## src/rtl/arb_pkg.sv

```systemverilog
// Shared constants and state encoding for the eight-requester round-robin arbiter.
package arb_pkg;

   localparam int unsigned N_REQ = 8;
   localparam int unsigned IDX_W = 3;

   typedef enum logic {
      ARB_IDLE,
      ARB_GRANT
   } arb_state_t;

endpackage

```

## src/rtl/rr_pick.sv

```systemverilog
// Rotating-priority first-set finder: scans req starting at ptr and wrapping modulo N_REQ.
module rr_pick
   import arb_pkg::*;
(
   input  logic [N_REQ-1:0] req,
   input  logic [IDX_W-1:0] ptr,
   output logic [IDX_W-1:0] idx,
   output logic             any
);

   logic [IDX_W-1:0] cand;

   always_comb begin
      idx  = '0;
      any  = 1'b0;
      cand = '0;
      for (int unsigned k = 0; k < N_REQ; k++) begin
         // Addition wraps naturally in IDX_W bits, giving the modulo-8 scan order.
         cand = ptr + IDX_W'(k);
         if (!any && req[cand]) begin
            idx = cand;
            any = 1'b1;
         end
      end
   end

endmodule

```

## src/rtl/rr_arbiter_eight.sv

```systemverilog
// Eight-requester round-robin arbiter with grant hold, done/withdraw release and
// optional forced release after HOLD_MAX cycles (enabled by ARB_TIMEOUT_EN).
module rr_arbiter_eight
   import arb_pkg::*;
#(
   parameter int unsigned HOLD_MAX = 15
)
(
   input  logic       clk,
   input  logic       rst,
   input  logic [7:0] req,
   input  logic       done,
   output logic [2:0] grant_idx,
   output logic       grant_valid,
   output logic       timeout
);

   arb_state_t       state_q, state_d;
   logic [IDX_W-1:0] idx_q, idx_d;
   logic [IDX_W-1:0] ptr_q, ptr_d;
   logic [IDX_W-1:0] pick_idx;
   logic             pick_any;
   logic             rel;
   logic             expire;

   rr_pick u_pick (
      .req (req),
      .ptr (ptr_q),
      .idx (pick_idx),
      .any (pick_any)
   );

   assign rel = done | ~req[idx_q];

`ifdef ARB_TIMEOUT_EN
   localparam logic [7:0] HOLD_LAST = 8'(HOLD_MAX - 1);

   logic [7:0] cnt_q, cnt_d;
   logic       timeout_q, timeout_d;

   assign expire  = (cnt_q == HOLD_LAST);
   assign timeout = timeout_q;
`else
   assign expire  = 1'b0;
   // Constant 0 over the legal HOLD_MAX range; keeps the parameter referenced.
   assign timeout = (HOLD_MAX == 0);
`endif

   always_comb begin
      state_d = state_q;
      idx_d   = idx_q;
      ptr_d   = ptr_q;
`ifdef ARB_TIMEOUT_EN
      cnt_d     = cnt_q;
      timeout_d = 1'b0;
`endif
      case (state_q)
         ARB_IDLE: begin
            if (pick_any) begin
               state_d = ARB_GRANT;
               idx_d   = pick_idx;
`ifdef ARB_TIMEOUT_EN
               cnt_d   = '0;
`endif
            end
         end
         ARB_GRANT: begin
            if (rel || expire) begin
               state_d = ARB_IDLE;
               ptr_d   = idx_q + IDX_W'(1);
`ifdef ARB_TIMEOUT_EN
               timeout_d = ~rel;
`endif
            end
`ifdef ARB_TIMEOUT_EN
            else begin
               cnt_d = cnt_q + 8'd1;
            end
`endif
         end
         default: state_d = ARB_IDLE;
      endcase
   end

   always_ff @(posedge clk) begin
      if (rst) begin
         state_q <= ARB_IDLE;
         idx_q   <= '0;
         ptr_q   <= '0;
`ifdef ARB_TIMEOUT_EN
         cnt_q     <= '0;
         timeout_q <= 1'b0;
`endif
      end else begin
         state_q <= state_d;
         idx_q   <= idx_d;
         ptr_q   <= ptr_d;
`ifdef ARB_TIMEOUT_EN
         cnt_q     <= cnt_d;
         timeout_q <= timeout_d;
`endif
      end
   end

   assign grant_idx   = idx_q;
   assign grant_valid = (state_q == ARB_GRANT);

endmodule

```

## config.mk

```make
export PLATFORM = sky130hd
export DESIGN_NAME = rr_arbiter_eight
export DESIGN_NICKNAME = d
export VERILOG_FILES = /design/src/rtl/arb_pkg.sv /design/src/rtl/rr_pick.sv /design/src/rtl/rr_arbiter_eight.sv
export SDC_FILE = /design/constraint.sdc
export NUM_CORES = 1
export LEC_CHECK = 0
export CAP_MARGIN = 40
export CORE_ASPECT_RATIO = 0.5
export CORE_MARGIN = 2
export CORE_UTILIZATION = 41
export CTS_BUF_LIST = sky130_fd_sc_hd__clkbuf_2 sky130_fd_sc_hd__clkbuf_4 sky130_fd_sc_hd__clkbuf_8
export CTS_CLUSTER_SIZE = 14
export DETAILED_ROUTE_END_ITERATION = 16
export GPL_ROUTABILITY_DRIVEN = 0
export MAX_ROUTING_LAYER = met4
export SLEW_MARGIN = 20
export SYNTH_ARGS = -nofsm -noshare
export SYNTH_HDL_FRONTEND = slang
export SYNTH_SLANG_ARGS = --single-unit
```

## constraint.sdc

```tcl
create_clock -name clk -period 8.4 [get_ports clk]
set_input_delay 1.68 -clock clk [delete_from_list [all_inputs] [get_ports clk]]
set_output_delay 1.68 -clock clk [all_outputs]
set_load 0.03 [all_outputs]
```

==> results.tsv, run 1 <==
stage	metric	value	unit
cells_and_area	layout.area.seq	140	µm²
clock_network	cts_resized	0	
drt	route.detailed.drc	0	
clock_network	post_cts_buffers	0	
placed_design	port_buffers	14	
sta	relSlewSlack	48.5	%
synthesis	synth_cell_types	52	
clock_network	cts_root_buf	clkbuf_8	
sta	fmaxAchievable	0.247	GHz
grt	grt_start_max_net_pins	20	
floorplanning	start_util	44.3	%
sta	period_needed	4.04	ns
sta	rsz0062_at_grt	false	
clock_network	clk_path_buf_depth	2	
grt	grt.total_usage	19.9	%
floorplanning	rows	14	
sta	setup_tns	0	ns
synthesis	synth_seq_area_share	10.2	%
sta	fin_crit_sh	48.1	%
synthesis	syn_area_per_cell	10.4	µm²
clock_network	cts_tree	yes	
drt	wire_per_inst	18.2	µm
grt	grt_pass1_vias	1100	
synthesis	yosysTopAreaCellShare	19.7	%
power	p_leak	0.000558	µW
cells_and_area	area_growth	11.2	%
critical_path	worstRegToRegCells	8	
floorplanning	core_area	3100	µm²
synthesis	synthesis.area	1370	µm²
clock_network	h-tree-depth	1	
floorplanning	die_h	44.9	µm
floorplanning	ioPinCount	16	
cells_and_area	fin_nets	158	
sta	hold_viol_final	0	
synthesis	synth_area_leaders	mux4_2, dfxtp_1, mux2i_1	
cells_and_area	diodes	0	
drt	dr.pass1.iters	4	
sta	clock_skew	0.00601	ns
sta	drv_slew	0	
synthesis	synth_area_leader_cell	mux4_2	
floorplanning	die_w	85.9	µm
drt	via_per_inst	6.25	
clock_network	cts_made_buffers	3	
grt	grt_pass1_wl	5770	µm
drt	drtIter0Drc	107	
floorplanning	dieArea	3860	µm²
critical_path	cp-end-kind	flip-flop	
critical_path	cp-start-kind	primary input	
critical_path	crit_required	8.49	ns
clock_network	clk_pin_slew	0.04	ns
synthesis	ys_async_sr_fraction	0	%
power	power.total	314	µW
drt	vias	1144	
worst_hold_path	hold_path_depth	2	
cells_and_area	fillers	285	
placed_design	dp_hpwl	2570	µm
grt	antenna_found_initial	0	
drt	totalWireLength	3330	µm
clock_network	ctsHoldBuffers	0	
clock_network	numClockSinks	7	
drt	final_antenna_net_count	0	
critical_path	crit_chain	clkdlybuf4s50_1 > mux4_1 > mux2i_1 > a32oi_4 > nor2_4 > a221oi_2 > a2111oi_2	
clock_network	insertion_delay	0.23	ns
synthesis	syn_inst	132	
critical_path	path_class	primary input to flip-flop	
flow_run	cap_violations	0	
worst_hold_path	min_path_type	flip-flop to flip-flop	
cells_and_area	fin_util	49.3	%
sta	tightest_slew	0.771	ns
status	status	complete, no violations	
grt	globalRouteOverflowTotal	0	
sta	setup_violations	0	
synthesis	yosys_most_used_dff	dfxtp_1	
synthesis	synth.yosys.warnings	0	
synthesis	post-synth-top-count-cell	mux4_2	
synthesis	ys_top_cells_by_count	mux4_2, nor2_1, mux2i_1	
synthesis	synth_nets	146	
cells_and_area	drive_above_1_share	28.0	%
synthesis	synth_edf_count	0	
critical_path	critPathMaxFanout	9	
critical_path	arrival	4.14	ns
critical_path	cp_slowest_cell	clkdlybuf4s50_1	
power	vdd_drop_max	0.135	mV
synthesis	ys_seq_elements	7	
cells_and_area	multi_input_area	1120	µm²
power	power_density	206	nW/µm²
critical_path	critical-path-max-stage-delay	0.56	ns
[final timing paths]
kind	slack, ns	to	startpoint
max reg2reg	4.59	grant_idx[0]	ptr_q[0]
min	0.58	grant_idx[1]	grant_idx[1]
max	4.36	grant_idx[0]	req[6]
min reg2reg	0.58	grant_idx[1]	grant_idx[1]
[flip-flops by register name (all words and copies together), names as in the netlist]
signal,flops
grant_idx,3
ptr_q,3
grant_valid,1
[layout make-up]
cell class | instances | share of cell area (%)
tap | 40 | 3.28
multi-input combinational | 111 | 73.5
clock buffer | 4 | 3.19
sequential | 7 | 9.17
inverter | 7 | 1.72
timing repair buffer | 14 | 9.17
[per-stage QoR]
step | setup slack (ns) | cells | hold slack [ns] | area [µm²]
floorplan | 5.12 | 132 | 0.648 | 1370
global placement | 4.24 | 179 | 0.578 | 1480
detailed placement | 4.19 | 179 | 0.579 | 1480
CTS | 4.42 | 183 | 0.587 | 1530
global route | 4.29 | 183 | 0.631 | 1530
finish | 4.36 | 183 | 0.581 | 1530
[per-layer routing]
metal,up-vias,part of all wire [%],track usage (%)
met5,-,0,-
met4,0,0,2.22
met3,0,6.9,3.66
met2,41,42,27.8
met1,556,51,30.7
li1,547,-,-
[power by group]
part / switching (µW) / internal (µW)
logic: 109 / 97.6
clock network: 14.6 / 36.1
registers: 17.8 / 39.2
total: 141 / 173
[critical path: cells and delay by family]
kind | cells | cell delay (ns)
buffers and inverters | 1 | 0.56
multiplexers | 2 | 0.90
AND/OR/NAND/NOR | 1 | 0.26
AO/OA/AOI/OAI | 3 | 0.75
[kinds of logic after synthesis]
family | Yosys count | synth area share, %
buffers and inverters | 14 | 8.11
AOI/OAI and AO/OA | 32 | 20.2
adders and majority gates | 3 | 2.73
other | 1 | 0.273
muxes | 33 | 40.5
and+or+nand+nor | 38 | 14.8
DFF | 7 | 10.2
xor gates and xnor gates | 4 | 3.10
[placed cells by master (no fill, tap or decap), types with 2 or more instances in the layout]
| cell | n |
|---|---|
| or3_1 | 2 |
| mux4_2 | 12 |
| mux4_1 | 3 |
| clkbuf_8 | 3 |
| inv_1 | 6 |
| nor2b_1 | 2 |
| or2_2 | 3 |
| mux2i_1 | 10 |
| a221oi_2 | 2 |
| o2bb2ai_1 | 2 |
| o21ai_0 | 5 |
| a211oi_1 | 2 |
| nor4_1 | 3 |
| nand2_1 | 7 |
| nand3_1 | 2 |
| mux2_2 | 5 |
| clkdlybuf4s50_1 | 14 |
| a21oi_1 | 7 |
| nor2_1 | 11 |
| dfxtp_1 | 7 |
| ha_1 | 3 |
| xor2_1 | 3 |
No activity file was read; power rests on OpenSTA's default activity.
==> run 2, diff against run 1 <==
==> constraint.sdc (replaced) <==
create_clock -name clk -period 3.7 [get_ports clk]
set_input_delay 0.74 -clock clk [delete_from_list [all_inputs] [get_ports clk]]
set_output_delay 0.74 -clock clk [all_outputs]
set_load 0.03 [all_outputs]
==> run 2 against run 1 <==
Effect of this change: worst hold slack is essentially flat; via count rose by 3.5%; sequential power rose by 96%; combinational power rose by 140%; total power rose by 130%; largest cell class unchanged.
==> results.tsv, run 2 (synthesis results as in run 1) <==
stage	metric	value	unit
floorplanning	ioPinCount	16	
floorplanning	dieArea	3860	µm²
clock_network	cts_root_buf	clkbuf_8	
sta	hold_viol_final	0	
critical_path	crit_required	3.83	ns
cells_and_area	diodes	0	
drt	route.detailed.drc	0	
floorplanning	core_area	3100	µm²
clock_network	insertion_delay	0.23	ns
flow_run	cap_violations	0	
floorplanning	die_h	44.9	µm
power	p_sw_share	45.2	%
power	p_comb_share	68.1	%
critical_path	crit_chain	inv_2 > ha_1 > mux4_1 > mux2i_1 > a32oi_4 > nor2_4 > a221oi_2 > a2111oi_2	
grt	grt_start_max_net_pins	19	
power	p_leak	0.000569	µW
drt	final_antenna_net_count	0	
drt	via_per_inst	6.40	
sta	setup_tns	0	ns
clock_network	numClockSinks	7	
cells_and_area	final_cell_mix	clkdlybuf4s50_1, mux4_2, nor2_1, mux2i_1	
critical_path	r2r_slack	0.72	ns
placed_design	dp_hpwl	2590	µm
sta	clock_skew	0.00143	ns
cells_and_area	fillers	271	
critical_path	critical-path-max-stage-delay	0.65	ns
clock_network	cts_resized	0	
sta	relSlewSlack	63.3	%
drt	totalWireLength	3470	µm
floorplanning	rows	14	
sta	drv_slew	0	
clock_network	post_cts_buffers	0	
cells_and_area	final_cells	185	
power	clockPowerShare	16.4	%
clock_network	clk_path_buf_depth	2	
grt	grt_pass1_vias	1042	
cells_and_area	final_common_cell	clkdlybuf4s50_1	
grt	antenna_found_initial	0	
cells_and_area	fin_util	49.8	%
clock_network	clk_pin_slew	0.04	ns
cells_and_area	drive_above_1_share	29.0	%
sta	whs	0.580	ns
sta	fin_crit_sh	80.6	%
placed_design	port_buffers	14	
cells_and_area	area_growth	12.3	%
sta	rsz0062_at_grt	false	
critical_path	critPathMaxFanout	12	
drt	wire_per_inst	18.8	µm
grt	grt_pass1_wl	5660	µm
power	power_density	469	nW/µm²
placed_design	placedCellCount	181	
critical_path	arrival	3.11	ns
clock_network	cts_made_buffers	3	
floorplanning	start_util	44.3	%
critical_path	cp-start-kind	flip-flop	
sta	fmaxAchievable	0.335	GHz
floorplanning	die_w	85.9	µm
sta	period_needed	2.98	ns
clock_network	cts_tree	yes	
drt	vias	1184	
power	p_switching	327	µW
grt	grt.total_usage	20.1	%
clock_network	h-tree-depth	1	
status	status	complete, no violations	
critical_path	cp_slowest_cell	ha_1	
worst_hold_path	min_path_type	flip-flop to flip-flop	
power	pwr-share-seq	15.5	%
power	vdd_drop_max	0.332	mV
cells_and_area	fin_nets	160	
sta	setup_violations	0	
drt	dr.pass1.iters	4	
drt	drtIter0Drc	118	
grt	globalRouteOverflowTotal	0	
power	internal_power	396	µW
sta	tightest_slew	0.550	ns
clock_network	ctsHoldBuffers	0	
critical_path	path_class	flip-flop to flip-flop	
critical_path	cp-end-kind	flip-flop	
## run 2: changes by cell type in the layout (fill, tap and decap cells not counted), sizes merged
cell / before / now
buf: 0 / 2
## run 2: routing by layer
layer	wire [µm]	vias up	share of wire [%]	GRT usage (%)
li1	-	550	-	-
met1	1670	573	48	33.1
met2	1380	59	40	25.6
met3	409	2	12	2.74
met4	10	0	0.29	2.86
met5	0	-	0	-
## run 2: per-stage QoR
| stage | cell area, µm² | total power, µW | setup WS [ns] |
|---|---|---|---|
| 2_1_floorplan | 1370 | 504 | 0.970 |
| 3_3_place_gp | 1490 | 600 | 0.523 |
| 3_5_place_dp | 1490 | 598 | 0.573 |
| 4_1_cts | 1540 | 720 | 0.670 |
| 5_1_grt | 1540 | 771 | 0.462 |
| 6_report | 1540 | 724 | 0.717 |
## run 2: path summary, 6_finish.rpt
kind,depth (start not counted),start,to
worst max-delay path,8,ptr_q[0],grant_idx[0]
worst min-delay path,2,ptr_q[0],ptr_q[0]
worst max register to register,8,ptr_q[0],grant_idx[0]
worst min register to register,2,ptr_q[0],ptr_q[0]
## run 2: cell type report
class / count / area (µm²) / share of cell area, %
Sequential cell: 7 / 140 / 9.08
Multi-Input combinational cell: 111 / 1120 / 72.7
Clock buffer: 4 / 48.8 / 3.16
Timing Repair Buffer: 16 / 155 / 10.1
Inverter: 7 / 26.3 / 1.70
Tap cell: 40 / 50.0 / 3.24
## run 2: worst max-delay path, delay by kind of cell, from the launching register on
kind / cells / cell delay, ns
multiplexers: 2 / 0.93
AO/OA/AOI/OAI: 3 / 0.64
buffers and inverters: 1 / 0.08
flip-flops: 1 / 0.33
adder cells (fa/ha/maj): 1 / 0.65
AND/OR/NAND/NOR: 1 / 0.24
## run 2: power by group through the flow
stage / Sequential (µW) / Combinational, µW / Clock (µW)
2_1_floorplan: 122 / 383 / 0
3_3_place_gp: 114 / 487 / 0
3_5_place_dp: 113 / 485 / 0
4_1_cts: 112 / 487 / 121
5_1_grt: 114 / 530 / 127
6_report: 112 / 493 / 119
